### src/rtl/mem_arbiter.sv
// Two-requester Wishbone classic arbiter: instruction fetch and data ports share one master port.
// Round-robin on ties, ownership held for the whole cycle, and a stalled strobe times out into a one-cycle error.
module mem_arbiter #(
  parameter int unsigned AW      = 32,
  parameter logic [7:0]  TIMEOUT = 8'd255
) (
  input  logic          clk_i,
  input  logic          rst_i,
  input  logic          ins_cyc_i,
  input  logic          ins_stb_i,
  input  logic [AW-1:0] ins_adr_i,
  output logic          ins_ack_o,
  output logic          ins_err_o,
  output logic [31:0]   ins_dat_o,
  input  logic          dat_cyc_i,
  input  logic          dat_stb_i,
  input  logic          dat_we_i,
  input  logic [3:0]    dat_sel_i,
  input  logic [AW-1:0] dat_adr_i,
  input  logic [31:0]   dat_dat_i,
  output logic          dat_ack_o,
  output logic          dat_err_o,
  output logic [31:0]   dat_dat_o,
  output logic          bus_cyc_o,
  output logic          bus_stb_o,
  output logic          bus_we_o,
  output logic [3:0]    bus_sel_o,
  output logic [AW-1:0] bus_adr_o,
  output logic [31:0]   bus_dat_o,
  input  logic          bus_ack_i,
  input  logic [31:0]   bus_dat_i,
  output logic [1:0]    grant_o
);

  typedef enum logic [1:0] {
    IDLE = 2'd0,
    INS  = 2'd1,
    DAT  = 2'd2,
    ERR  = 2'd3
  } state_t;

  state_t     state, state_nxt;
  logic       last_dat, last_dat_nxt;
  logic [7:0] wait_cnt, wait_cnt_nxt;
  logic       stall;

  always_ff @(posedge clk_i) begin
    if (rst_i) begin
      state    <= IDLE;
      last_dat <= 1'b0;
      wait_cnt <= 8'd0;
    end else begin
      state    <= state_nxt;
      last_dat <= last_dat_nxt;
      wait_cnt <= wait_cnt_nxt;
    end
  end

  assign grant_o   = state;
  assign ins_dat_o = bus_dat_i;
  assign dat_dat_o = bus_dat_i;

  always_comb begin
    state_nxt    = state;
    last_dat_nxt = last_dat;
    wait_cnt_nxt = 8'd0;
    bus_cyc_o    = 1'b0;
    bus_stb_o    = 1'b0;
    bus_we_o     = 1'b0;
    bus_sel_o    = 4'h0;
    bus_adr_o    = '0;
    bus_dat_o    = 32'h0;
    ins_ack_o    = 1'b0;
    ins_err_o    = 1'b0;
    dat_ack_o    = 1'b0;
    dat_err_o    = 1'b0;
    stall        = 1'b0;

    case (state)
      IDLE: begin
        // On a tie the requester not granted last wins
        if (dat_cyc_i && (!ins_cyc_i || !last_dat)) begin
          state_nxt    = DAT;
          last_dat_nxt = 1'b1;
        end else if (ins_cyc_i) begin
          state_nxt    = INS;
          last_dat_nxt = 1'b0;
        end
      end
      INS: begin
        bus_cyc_o = ins_cyc_i;
        bus_stb_o = ins_stb_i;
        bus_adr_o = ins_adr_i;
        bus_sel_o = 4'hF;
        ins_ack_o = bus_ack_i;
        if (!ins_cyc_i) state_nxt = IDLE;
      end
      DAT: begin
        bus_cyc_o = dat_cyc_i;
        bus_stb_o = dat_stb_i;
        bus_we_o  = dat_we_i;
        bus_sel_o = dat_sel_i;
        bus_adr_o = dat_adr_i;
        bus_dat_o = dat_dat_i;
        dat_ack_o = bus_ack_i;
        if (!dat_cyc_i) state_nxt = IDLE;
      end
      default: begin
        // last_dat still names the owner that timed out
        ins_err_o = !last_dat;
        dat_err_o = last_dat;
        state_nxt = IDLE;
      end
    endcase

    // Timeout outranks a dropped cyc; a same-cycle ack clears the stall
    stall = bus_stb_o && !bus_ack_i;
    if (stall) begin
      wait_cnt_nxt = wait_cnt + 8'd1;
      if (wait_cnt == TIMEOUT - 8'd1) state_nxt = ERR;
    end
  end

endmodule

### config.mk
export PLATFORM = sky130hd
export DESIGN_NAME = mem_arbiter
export DESIGN_NICKNAME = d
export VERILOG_FILES = /design/src/rtl/mem_arbiter.sv
export SDC_FILE = /design/constraint.sdc
export NUM_CORES = 1
export LEC_CHECK = 0
export BUFFER_PORTS_ARGS = -buffer_cell sky130_fd_sc_hd__buf_2
export CAP_MARGIN = 5
export CORE_AREA = 2 2 108 110
export CTS_BUF_LIST = sky130_fd_sc_hd__clkbuf_4
export CTS_CLUSTER_DIAMETER = 150
export CTS_CLUSTER_SIZE = 20
export DETAILED_ROUTE_END_ITERATION = 7
export DIE_AREA = 0 0 110 112
export HOLD_SLACK_MARGIN = 0.06
export SLEW_MARGIN = 20
export SYNTH_ARGS = -nofsm -noshare
export SYNTH_HDL_FRONTEND = slang
export SYNTH_SLANG_ARGS = --single-unit
### constraint.sdc
create_clock -name clk_i -period 1.5 [get_ports clk_i]
set_clock_uncertainty 0.05 [all_clocks]
set_input_delay 0.075 -clock clk_i [delete_from_list [all_inputs] [get_ports clk_i]]
set_output_delay 0.075 -clock clk_i [all_outputs]
set_load 0.01 [all_outputs]
==> metrics.md <==
| Metric | Value |
|---|---|
| Nets | `543` |
| Clock transition at path regs | `70 ps` |
| WL final | `8.957 mm` |
| Critical hold path startpoint | `dat_cyc_i` |
| WL met2 | `4.913 mm` |
| Max-Cap Viols | `0` |
| Synth top area share | `26.35%` |
| Sequential area share after synthesis | `11.89%` |
| Final Cycle Share | `111.5%` |
| Vias post-DR | `2267` |
| Ys Warns | `0` |
| R2R setup slack | `-170 ps` |
| Global-route wire length before repair | `10.98 mm` |
| Cells after Synth | `254` |
| Fraction of registers with async set/reset | `0%` |
| Via density | `4.214` |
| Share of cells above drive strength 1 | `82.28%` |
| Met3 WL | `593 um` |
| RSZ-0062 raised after global routing | `yes` |
| Root Driver | `clkbuf_4` |
| DR top layer | `met4` |
| Gpl congestion | `0.8066` |
| Peak VDD IR | `0.3877 mV` |
| Post-route DRC | `0` |
| Syn Std Cell Area | `0.001852 mm2` |
| Minimum clock period | `1672 ps` |
| Max Clock Freq | `0.5980 GHz` |
| WHS | `87.68 ps` |
| Core ar. | `0.01117 mm2` |
| Inserted Diodes | `0` |
| Critical-path maximum fanout | `5` |
| Synth Area per Inst | `7.290 um2` |
| Initial antenna violation count | `0` |
| WL/cell | `16.65 um` |
| CTS tree | `built` |
| CP endpoint kind | `flop` |
| Vias in the first global route | `2160` |
| Rel. slew slack | `83.01%` |
| Least-Margin Pin Slew | `252.7 ps` |
| Final Core Density | `32.57%` |
| Worst Path Buf+Inv | `2` |
| EDFF count, synth | `0` |
| Count leader, synth | `buf_4` |
| Initial Utilization | `16.57%` |
| CP top delay family | `simple AND/OR/NAND/NOR gates` |
| DIE WIDTH | `110 um` |
| GR Util All Layers | `11.19%` |
| Wire length on met1 | `3.391 mm` |
| Hold Vio Cnt, Final | `0` |
| Rows | `39` |
| Die Ht | `112 um` |
| Clk buf depth | `2` |
| Failing checks | `negative setup slack` |
| Yosys cell types | `28` |
| Grt ovf | `0` |
| Pwr Total | `1.881 mW` |
| Pin count of the biggest net entering global routing | `39` |
| Max Slew Vio Count | `0` |
| WP data arrival | `1810 ps` |
| CP cell instances | `inv_6 -> ha_4 -> or4b_4 -> buf_6 -> o22ai_2` |
| Critical path type | `flop to flop` |
| Clock Sink Count | `11` |
| Top cells by count, synth | `buf_4 (65), nor2b_1 (39), and2_1 (37)` |
| Initial DRC count | `97` |
| Setup WS post-layout | `-172.1 ps` |
| Final Setup Violations | `85` |
| H-tree Lvls | `1` |
| Mapped Nets | `401` |
| Total CTS buffers | `3` |
| CP required | `1640 ps` |
| Max incr delay on CP | `490 ps` |
| Run status | `finished, violations left` |
| Synthesis-stage register bit count | `11` |
| Top_reg_cell synth | `dfxtp_1` |
| Port Buffer Count | `184` |
| DP Worst Slack | `-156.1 ps` |
| Setup crit start kind | `flop` |
| # IOs | `281` |
| Top cell type by total area after synthesis | `buf_4` |
| Sink of the worst hold path | `last_dat` |
| Leakage Power | `1.642 nW` |
| Origin of the critical flop-to-flop path | `grant_o[0]` |
| Largest cells by area after synthesis | `buf_4 (26%), a22oi_1 (14%), nor2b_1 (13%)` |
| Final HPWL DP | `5.289 mm` |
| Crit Reg-Reg Endpoint | `grant_o[0]` |
| Die area | `0.01232 mm2` |
| Critical path's slowest cell | `or4b_4` |
| R2R depth | `5` |
| Area Growth Syn to Fin | `96.55%` |
| Hold Path Stages | `3` |
| Hold WC Path Type | `input port to flop` |
| DR pass1 iterations | `4` |
| Routed Antenna Nets | `0` |
| PwrDens | `516.8 mW/mm2` |
| Clock latency on the worst-skew pair | `260 ps` |
[layer usage]
metal  vias up  global-route usage (%)
met4         0                   1.603
li1       1083                       -
met5         -                       0
met3         6                   2.400
met2       124                   21.68
met1      1054                   12.39
[how the worst max path moves through the flow]
stage,startpoint,end,slack (ps),cells after the start
after floorplan,grant_o[0],grant_o[0],-90,7
after global placement,grant_o[1],grant_o[0],-90,6
after detailed placement,grant_o[1],wait_cnt[7],-160,6
after CTS,grant_o[1],bus_adr_o[30],-170,6
after global routing,grant_o[0],bus_sel_o[0],-230,7
final,grant_o[0],grant_o[0],-170,5
[logic make-up (layout without fill, tap and decap cells)]
kind of cell | after synthesis | count (layout) | share of synthesized area (%)
AO/OA/AOI/OAI | 52 | 52 | 20.34
XOR/XNOR | 3 | 3 | 1.419
adder cells (fa/ha/maj) | 7 | 7 | 4.730
buffers and inverters | 85 | 226 | 30.54
flip-flops | 11 | 11 | 11.89
AND/OR/NAND/NOR | 96 | 96 | 31.08
[state kept, by name (all words and copies together) (netlist names)]
register / cells
grant_o: 2
last_dat: 1
wait_cnt: 8
[metrics by stage]
| stage | TNS, ps | std cells | area, um2 |
|---|---|---|---|
| 6_report | -9948 | 538 | 3640 |
| 5_1_grt | -15060 | 538 | 3640 |
| 4_1_cts | -8118 | 526 | 3127 |
| 3_5_place_dp | -1234 | 514 | 2606 |
| 3_3_place_gp | -536.3 | 514 | 2606 |
| 2_1_floorplan | -302.5 | 254 | 1938 |
[layout by cell type, fill, tap and decap left out, drive strengths merged]
master	n
a22o	1
o31ai	1
or4	1
clkbuf	13
o221ai	1
nand3	3
dlygate4sd3	1
o22ai	1
a21oi	7
or3	3
dfxtp	11
nor2b	39
inv	4
a221oi	1
a21bo	1
o21ai	3
nand2	5
a22oi	35
o2bb2ai	1
xnor2	1
nand3b	1
nor2	6
xor2	2
and2	37
buf	208
or4b	1
ha	7
[repair_timing]
action,4_1_cts,5_1_grt
setup endpoints to repair,83,83
gates resized for setup,77,58
hold endpoints to repair,1,0
cloned,5,11
setup buffers,2,1
hold buffers,1,0
pin swaps,3,22
[worst register-to-register path, stage by stage (launching register included)]
cell	delay [ps]
dfxtp_4	390
inv_6	50
ha_4	330
or4b_4	490
buf_6	140
o22ai_2	140
[final cells by class]
type / count / area (um2)
fill: 1146 / 7535
timing repair buffer: 218 / 1702
multi-input combinational: 158 / 1479
sequential: 11 / 227.7
tap: 143 / 178.9
clock buffer: 4 / 30.03
inverter: 4 / 22.52
[power by group]
group	internal (mW)	leakage [nW]	switching, mW
combinational	0.789	1.53	0.565
sequential	0.301	0.0906	0.0132
clock	0.121	0.0184	0.0926
total	1.21	1.64	0.671
Note: power is estimated with default switching activity, not from simulation.
